$ cat src/rtl/lcd_cmd_sequencer.sv
// HD44780 command sequencer: power-up init ROM, then drains a {rs,byte} FIFO; LCD_LINE_WRAP_EN adds auto line wrap.
// Latency: FIFO write while idle -> lcd_en rises 4 cycles later; each byte then owns setup+pulse+hold time.
// Backpressure: wr_ready drops only when the FIFO is full; requesters never wait on LCD timing.

module lcd_seq_fifo #(
    parameter int unsigned W  = 9,
    parameter int unsigned AW = 4
) (
    input  logic          clk,
    input  logic          reset,
    input  logic          push,
    input  logic [W-1:0]  push_data,
    output logic          ready,
    input  logic          pop,
    output logic [W-1:0]  head,
    output logic [AW:0]   level
);
    localparam int unsigned DEPTH = 2 ** AW;
    localparam int unsigned LW    = AW + 1;

    logic [W-1:0]  mem [DEPTH];
    logic [AW-1:0] wr_ptr;
    logic [AW-1:0] rd_ptr;
    logic          do_push;
    logic          do_pop;

    assign ready   = (level != LW'(DEPTH));
    assign do_push = push && ready;
    assign do_pop  = pop && (level != '0);
    assign head    = mem[rd_ptr];

    always_ff @(posedge clk) begin
        if (do_push) begin
            mem[wr_ptr] <= push_data;
        end
    end

    always_ff @(posedge clk or posedge reset) begin
        if (reset) begin
            wr_ptr <= '0;
            rd_ptr <= '0;
            level  <= '0;
        end else begin
            if (do_push) begin
                wr_ptr <= wr_ptr + 1'b1;
            end
            if (do_pop) begin
                rd_ptr <= rd_ptr + 1'b1;
            end
            case ({do_push, do_pop})
                2'b10:   level <= level + 1'b1;
                2'b01:   level <= level - 1'b1;
                default: level <= level;
            endcase
        end
    end
endmodule

module lcd_cmd_sequencer #(
    parameter int unsigned EN_CYCLES    = 25,
    parameter int unsigned HOLD_CYCLES  = 2500,
    parameter int unsigned LONG_CYCLES  = 82000,
    parameter int unsigned PWRUP_CYCLES = 750000,
    parameter int unsigned FIFO_AW      = 4
) (
    input  logic               clk,
    input  logic               reset,
    input  logic               wr_valid,
    output logic               wr_ready,
    input  logic               wr_rs,
    input  logic [7:0]         wr_data,
    output logic [FIFO_AW:0]   fifo_level,
    output logic               init_done,
    output logic               busy,
    output logic               lcd_rs,
    output logic               lcd_rw,
    output logic               lcd_en,
    output logic [7:0]         lcd_db
);
    typedef enum logic [2:0] {
        ST_PWRUP,
        ST_LOAD,
        ST_SETUP,
        ST_PULSE,
        ST_HOLD,
        ST_IDLE
    } state_t;

    state_t      state;
    state_t      state_next;
    logic [31:0] timer;
    logic [31:0] hold_len;
    logic        timer_done;
    logic [3:0]  init_idx;
    logic        init_complete;
    logic        long_hold;

    logic [8:0]  fifo_head;
    logic        fifo_empty;

    logic        take_rom;
    logic        take_fifo;
    logic        sel_rs;
    logic [7:0]  sel_db;
    logic        sel_long;

    function automatic logic [7:0] rom_byte(input logic [2:0] idx);
        case (idx)
            3'd0, 3'd1, 3'd2: rom_byte = 8'h30;
            3'd3:             rom_byte = 8'h38;
            3'd4:             rom_byte = 8'h08;
            3'd5:             rom_byte = 8'h01;
            3'd6:             rom_byte = 8'h06;
            default:          rom_byte = 8'h0C;
        endcase
    endfunction

    // Wake-up bytes and clear need the long settle time.
    function automatic logic rom_long(input logic [2:0] idx);
        rom_long = (idx < 3'd3) || (idx == 3'd5);
    endfunction

    function automatic logic cmd_long(input logic rs, input logic [7:0] data);
        cmd_long = !rs && (data inside {8'h01, 8'h02, 8'h03});
    endfunction

    lcd_seq_fifo #(
        .W  (9),
        .AW (FIFO_AW)
    ) u_fifo (
        .clk       (clk),
        .reset     (reset),
        .push      (wr_valid),
        .push_data ({wr_rs, wr_data}),
        .ready     (wr_ready),
        .pop       (take_fifo),
        .head      (fifo_head),
        .level     (fifo_level)
    );

    assign fifo_empty    = (fifo_level == '0);
    assign init_complete = init_idx[3];
    assign busy          = (state != ST_IDLE) || !fifo_empty;
    assign lcd_rw        = 1'b0;
    assign hold_len      = long_hold ? LONG_CYCLES : HOLD_CYCLES;

`ifdef LCD_LINE_WRAP_EN
    logic       cur_line;
    logic [3:0] cur_col;
    logic       wrap_pend;
    logic       take_inj;
`endif

    always_comb begin
        case (state)
            ST_PWRUP: timer_done = (timer == PWRUP_CYCLES - 1);
            ST_PULSE: timer_done = (timer == EN_CYCLES - 1);
            ST_HOLD:  timer_done = (timer == hold_len - 1);
            default:  timer_done = 1'b0;
        endcase
    end

    always_ff @(posedge clk or posedge reset) begin
        if (reset) begin
            state <= ST_PWRUP;
        end else begin
            state <= state_next;
        end
    end

    always_comb begin
        state_next = state;
        take_rom   = 1'b0;
        take_fifo  = 1'b0;
        sel_rs     = 1'b0;
        sel_db     = 8'h00;
        sel_long   = 1'b0;
`ifdef LCD_LINE_WRAP_EN
        take_inj   = 1'b0;
`endif
        case (state)
            ST_PWRUP: begin
                if (timer_done) begin
                    state_next = ST_LOAD;
                end
            end
            ST_LOAD: begin
                state_next = ST_SETUP;
                if (!init_complete) begin
                    take_rom = 1'b1;
                    sel_db   = rom_byte(init_idx[2:0]);
                    sel_long = rom_long(init_idx[2:0]);
                end
`ifdef LCD_LINE_WRAP_EN
                else if (wrap_pend) begin
                    take_inj = 1'b1;
                    sel_db   = cur_line ? 8'h80 : 8'hC0;
                end
`endif
                else if (!fifo_empty) begin
                    take_fifo = 1'b1;
                    sel_rs    = fifo_head[8];
                    sel_db    = fifo_head[7:0];
                    sel_long  = cmd_long(fifo_head[8], fifo_head[7:0]);
                end else begin
                    state_next = ST_IDLE;
                end
            end
            ST_SETUP: state_next = ST_PULSE;
            ST_PULSE: begin
                if (timer_done) begin
                    state_next = ST_HOLD;
                end
            end
            ST_HOLD: begin
                if (timer_done) begin
                    state_next = ST_LOAD;
                end
            end
            ST_IDLE: begin
                if (!fifo_empty) begin
                    state_next = ST_LOAD;
                end
            end
            default: state_next = ST_PWRUP;
        endcase
    end

    always_ff @(posedge clk or posedge reset) begin
        if (reset) begin
            timer     <= '0;
            init_idx  <= '0;
            init_done <= 1'b0;
            long_hold <= 1'b0;
            lcd_rs    <= 1'b0;
            lcd_db    <= 8'h00;
            lcd_en    <= 1'b0;
        end else begin
            timer  <= ((state_next != state) || (state == ST_IDLE)) ? '0 : timer + 32'd1;
            lcd_en <= (state_next == ST_PULSE);
            // Bus only moves when a new entry is selected; it idles on the last byte.
            if ((state == ST_LOAD) && (state_next == ST_SETUP)) begin
                lcd_rs    <= sel_rs;
                lcd_db    <= sel_db;
                long_hold <= sel_long;
            end
            if (take_rom) begin
                init_idx <= init_idx + 4'd1;
            end
            if ((state == ST_HOLD) && timer_done && init_complete) begin
                init_done <= 1'b1;
            end
        end
    end

`ifdef LCD_LINE_WRAP_EN
    // Cursor model mirrors what the controller's address counter does for queued traffic.
    always_ff @(posedge clk or posedge reset) begin
        if (reset) begin
            cur_line  <= 1'b0;
            cur_col   <= 4'd0;
            wrap_pend <= 1'b0;
        end else if (take_inj) begin
            cur_line  <= ~cur_line;
            cur_col   <= 4'd0;
            wrap_pend <= 1'b0;
        end else if (take_fifo) begin
            if (fifo_head[8]) begin
                if (cur_col == 4'd15) begin
                    wrap_pend <= 1'b1;
                end
                cur_col <= cur_col + 4'd1;
            end else if (cmd_long(1'b0, fifo_head[7:0])) begin
                cur_line <= 1'b0;
                cur_col  <= 4'd0;
            end else if (fifo_head[7]) begin
                cur_line <= fifo_head[6];
                cur_col  <= fifo_head[3:0];
            end
        end
    end
`endif

endmodule

$ cat config.mk
export PLATFORM = sky130hd
export DESIGN_NAME = lcd_cmd_sequencer
export DESIGN_NICKNAME = d
export VERILOG_FILES = /design/src/rtl/lcd_cmd_sequencer.sv
export SDC_FILE = /design/constraint.sdc
export NUM_CORES = 1
export LEC_CHECK = 0
export CAP_MARGIN = 10
export CORE_MARGIN = 5
export CORE_UTILIZATION = 55
export CTS_BUF_LIST = sky130_fd_sc_hd__clkbuf_16
export CTS_CLUSTER_DIAMETER = 30
export DETAILED_ROUTE_END_ITERATION = 16
export DONT_BUFFER_PORTS = 1
export PLACE_DENSITY = 0.69
export SETUP_SLACK_MARGIN = 0.5
export SKIP_LAST_GASP = 1
export SLEW_MARGIN = 0
export SYNTH_ARGS = -nofsm -noshare
export SYNTH_HDL_FRONTEND = slang
export SYNTH_SLANG_ARGS = --single-unit
$ cat constraint.sdc
create_clock -name clk -period 7.15 [get_ports clk]
set_input_delay 0 -clock clk [delete_from_list [all_inputs] [get_ports clk]]
set_output_delay 0 -clock clk [all_outputs]
set_load 0.05 [all_outputs]
Yosys cells after proc, flatten, opt, wreduce, memory -nomap -nowiden
Memory sizes are Yosys's and may differ from the RTL's. Index checks and enable logic that the tools add are counted.

Bits in registers: 64. Memory bits (writable): 144. Bits of input ports: 12. Output and inout port bits: 19. Logic and storage cells: 90. Memories kept: 1.

$add $sub $neg: 7. Order comparisons: 1. Equal/unequal tests: 24. Muxes and demuxes: 27. Reduce and logical (&&, ||, !) cells: 19.

Memory list: u_fifo.mem (words 16, bits a word 9, rd ports 1, clocked after memory_dff 0, write ports 1, RTL line 21) `logic [W-1:0] mem [DEPTH];`.

Operators by type and width (number): 32-bit by 1-bit adder with 32-bit output (second input constant) (1); 32-bit by 20-bit == test with 1-bit output (second input constant) (1); 32-bit == test (1); 32-bit by 5-bit == test with 1-bit output (second input constant) (1); 32-bit 2-to-1 mux (1); 6-bit case mux with 5 select lines (1); 8-bit 2-to-1 mux (3); 3-bit by 2-bit == test with 1-bit output (second input constant) (6); 17-bit by 1-bit subtractor with 18-bit output (second input constant) (1); 17-bit 2-to-1 mux (1); 8-bit by 2-bit == test with 1-bit output (second input constant) (2); 3-bit == test (second input constant) (5); 3-bit 2-to-1 mux (5); 3-bit case mux with 5 select lines (1); 1-bit 2-to-1 mux (13); 4-bit by 1-bit adder with 4-bit output (second input constant) (3); 5-bit case mux with 2 select lines (1); 8-bit by 1-bit == test with 1-bit output (second input constant) (1); 3-bit by 1-bit == test with 1-bit output (second input constant) (2); 1-bit logical AND (6); 3-bit logical NOT (2); 5-bit by 1-bit adder with 5-bit output (second input constant) (1); 5-bit logical NOT (1); 5-bit inequality test (second input constant) (1); 14 further kinds (17).

Depth between registers and ports, before layout
Depth after elaboration: 9. Depth in mapped cells: 14. Mapped depth without buffers: 13.

Hierarchy
From an unflattened synthesis, not the netlist that was laid out.

Cells, all modules: 680. Area, all modules: 9377.7 um2.

Modules (own cells, without submodules): lcd_seq_fifo (instances 1, cells an instance 360, area an instance 6448.7 um2, seq. area each 4649.5 um2); lcd_cmd_sequencer (instances 1, cells an instance 320, area an instance 2929.1 um2, seq. area each 1276.2 um2).

Worst setup path before layout
Ideal clock, no wire load.

Path kind: flip-flop to flip-flop. Start point: register u_fifo.level[1]. End point: register u_fifo.level[4]. Library setup time: 0.146 ns. Data arrival time: 3.240 ns. Required time: 7.004 ns. Slack: 3.764 ns. Stages on the path, launching flop included: 15. Path buffers: 1. Clock period less this slack: 3.386 ns. Cells stage by stage: dfrtp_1 nor4_1 nand2_1 and2_1 clkbuf_1 inv_1 ha_1 inv_1 fa_1 inv_1 a21o_1 a21oi_1 xnor2_1 nor2_1 xor2_1.

Elaborated cells between the ends (all ways): 14. Classes of those cells: add/sub: 2; eq/ne: 3; mux: 4; reduce/logical: 5.

RTL lines: from (decl) (RTL line 16) `output logic [AW:0] level`; from (signal assigned) (RTL line 51) `2'b10: level <= level + 1'b1;`; from (signal assigned) (RTL line 52) `2'b01: level <= level - 1'b1;`; from (signal assigned) (RTL line 53) `default: level <= level;`; 5-bit inequality test (*) (RTL line 27) `assign ready = (level != LW'(DEPTH));`; net wr_ready (RTL line 69) `output logic wr_ready,`; 1-bit logical AND (*) (RTL line 28) `assign do_push = push && ready;`; 2-bit by 1-bit == test with 1-bit output / 2-bit == test (equally long branches) (RTL line 50) `case ({do_push, do_pop})`; 5-bit case mux with 2 select lines / 2-bit nonzero test (equally long branches).

Mark *: on every way through the listed nets, which the timed path passes. The rest lies on a longest branch. A chain may end at the register's enable or synchronous reset.

Worst setup path in the final report
Start point: register u_fifo.level[0]. End point: register u_fifo.level[4].

The elaborated chain is that of the path after synthesis.

==> metrics.yaml <==
status:
  outcome: "finished clean"
die:
  ios: 31
  die-area_um2: 19100
  rows: 46
  core_area_um2: 16000
  fp.dieH_um: 138
  die_width_um: 138
  start_util_pct: 56.3
placed_design:
  gp_congestion: 0.835
  dpl.hpwl_um: 11800
  io_buffer_count: 0
  placed_area_um2: 9230
power:
  p_leak_uw: 0.00396
  total_power_uw: 3270
  power_density_nw_per_um2: 313
  irDropWorstVdd_v: 0.000206
global_route:
  grt_antenna_before_repair: 2
  grt_pass1_vias: 5410
  grt_pass1_wl_um: 30200
  overflow: 0
  grt_max_degree: 65
  grt_usage_pct: 20.0
cts:
  h-tree-depth: 2
  clk_pin_slew_ps: 40
  cts_made_buffers: 36
  clock-sinks: 208
  clockRootBuffer: "clkbuf_16"
  cts_buffer_depth: 3
  cts_tree: "yes"
  cts_setup_buffers: 0
  insertion_delay_ps: 490
timing:
  final_max_slew_viol_count: 0
  finalSetupTns_ps: 0
  worst_pin_slew_ps: 981
  final.period_utilization_pct: 52.1
  skew_ps: 15.6
  fmax_mhz: 269
  hold_viol_final: 0
  max_slew_margin_pct: 34.3
  whs_ps: 209
  finalCriticalPeriod_ps: 3720
  rsz0062_at_grt: "false"
  setup_viol: 0
logic_synthesis:
  synth_compound_area_share_pct: 5.47
  synth_top_area_share_pct: 48.0
  synth-edff-count: 144
  synth_xor_xnor_area_share_pct: 4.08
  synthTopCellsByArea: "edfxtp_1, dfrtp_1, mux4_2, nor2_1, xor2_1"
  synth_area_leader_cell: "edfxtp_1"
  synth_fa_ha_area_share_pct: 2.30
  synthMuxAreaShare_pct: 9.62
  synth_simple_gate_area_share_pct: 10.8
  syn_area_um2: 9020
  synth_cells: 613
  async_flop_share_pct: 30.8
  synth_cell_types: 57
  synth_nets: 641
  ys_seq_elements: 208
  yosysWarnings: 0
  ys.flop_type: "edfxtp_1"
  synth_area_per_cell_um2: 14.7
  synth_top_family_by_area: "simple AND/OR/NAND/NOR gates"
  yosysSeqAreaShare_pct: 65.7
worst_setup_path:
  worst_setup_path_start_kind: "flip-flop"
  arrival_ps: 4060
  required_ps: 7490
  crit_path_end_kind: "flip-flop"
  critPathKind: "reg2reg"
  path_max_fanout: 9
detailed_routing:
  drt_iter0_drc: 467
  totalWireLength_um: 18600
  vias_per_cell: 5.96
  drt_drc_violations_left: 0
  ant_nets: 0
  num_vias: 5268
  dr.pass1.iters: 7
  post_drt_wl_per_cell_um: 21.0
final_layout:
  fin_util_pct: 65.2
  fin_nets: 671
  finalInstanceArea_um2: 10400
  drive_gt1_share_pct: 15.0
  area_delta_synth_final_pct: 15.7
  final.fill_count: 1173
job:
  cap_violations: 0
worst_hold_path:
  hold_path.class: "in2async"
==> worst max-delay path, cell delays in order, from the launching register on <==
cell	delay [ps]
dfrtp_1	600
nor4_1	620
nand2_1	470
and2_1	440
inv_1	100
ha_1	230
inv_1	110
fa_1	410
inv_1	70
a21o_1	110
a21oi_1	70
xnor2_1	140
nor2_1	70
xor2_1	140
==> layout by cell type (no fill, tap or decap), drive strengths merged, types with 7 or more instances in the layout <==
master,count
a21oi,9
a22oi,10
and3,12
and4,8
buf,8
clkbuf,37
clkinv,9
dfrtp,64
dlygate4sd3,11
edfxtp,144
ha,15
inv,27
mux4,38
nand2,46
nand3,15
nand4,12
nor2,64
nor2b,8
nor3,8
nor4,7
o21ai,13
xnor2,15
xor2,27
==> routing by layer <==
layer / up-vias / part of all wire [%] / GRT usage, %
li1: 2394 / - / -
met1: 2682 / 42 / 27.7
met2: 154 / 49 / 31.3
met3: 38 / 6.6 / 5.10
met4: 0 / 2.5 / 6.92
met5: - / 0 / 0
==> final timing paths <==
path                       cells past startpoint  slack (ps)                         from                           end
min                                            3         210                        reset   u_fifo.level[3]$_DFFE_PP0P_
max in group asynchronous                      3        6340                        reset  u_fifo.rd_ptr[0]$_DFFE_PP0P_
max                                           13        3430  u_fifo.level[0]$_DFFE_PP0P_   u_fifo.level[4]$_DFFE_PP0P_
min reg2reg                                    1         510           timer[0]$_DFF_PP0_            timer[0]$_DFF_PP0_
min in group clk                               1         510           timer[0]$_DFF_PP0_            timer[0]$_DFF_PP0_
max reg2reg                                   13        3430  u_fifo.level[0]$_DFFE_PP0P_   u_fifo.level[4]$_DFFE_PP0P_
==> per-stage QoR <==
step                setup slack, ps  std cells
global placement               3540        810
finish                         3430        884
CTS                            3410        882
detailed placement             3420        810
floorplan                      3760        613
global route                   3200        883
==> cell type report <==
type | instances | area (um^2) | area share, %
well taps | 216 | 270 | 2.59
clock buffers | 37 | 926 | 8.88
inverters | 16 | 60.1 | 0.576
clock inverters | 24 | 165 | 1.58
flip-flops and latches | 208 | 5930 | 56.8
diodes | 2 | 5.00 | 0.0480
multi-input cells | 362 | 2910 | 27.9
repair buffers | 19 | 170 | 1.63
==> report_power, final <==
part / total, uW / switching, uW / internal [uW]
logic: 240 / 159 / 80.7
registers: 1510 / 103 / 1400
clock network: 1520 / 527 / 996
total: 3270 / 789 / 2480
==> synthesized netlist by cell type (5+ instances only) <==
library cell / number
dfrtp_1: 64
mux4_2: 38
o21ai_0: 11
nor2b_1: 8
nor3_1: 8
nand3_1: 15
inv_1: 16
xor2_1: 27
nor4_1: 7
nand2_1: 46
and4_1: 8
nand4_1: 12
a22oi_1: 10
edfxtp_1: 144
xnor2_1: 15
a21oi_1: 9
clkbuf_1: 11
buf_2: 10
ha_1: 15
and3_1: 12
a22o_1: 5
nor2_1: 64
==> repair_timing <==
| item | CTS | global route |
|---|---|---|
| endpoints found under the hold margin | 210 | 0 |
| hold buffers | 11 | 0 |
| gates resized for setup | 0 | 0 |
==> cell families (layout without fill, tap and decap cells) <==
kind of cell    Yosys count  count (layout)
flops                   208             208
simple gates            197             197
compound gates           67              67
buf+inv                  43              96
xor+xnor                 42              42
mux                      39              39
fa+ha+maj                16              16
other cells               1               3
==> state kept, by name (all words and copies together) (netlist names) <==
name,flops
state,3
init_done,1
u_fifo.wr_ptr,4
long_hold,1
lcd_rs,1
init_idx,4
u_fifo.rd_ptr,4
timer,32
lcd_en,1
u_fifo.level,5
lcd_db,8
u_fifo.mem,144
No activity file was read; power rests on OpenSTA's default activity.
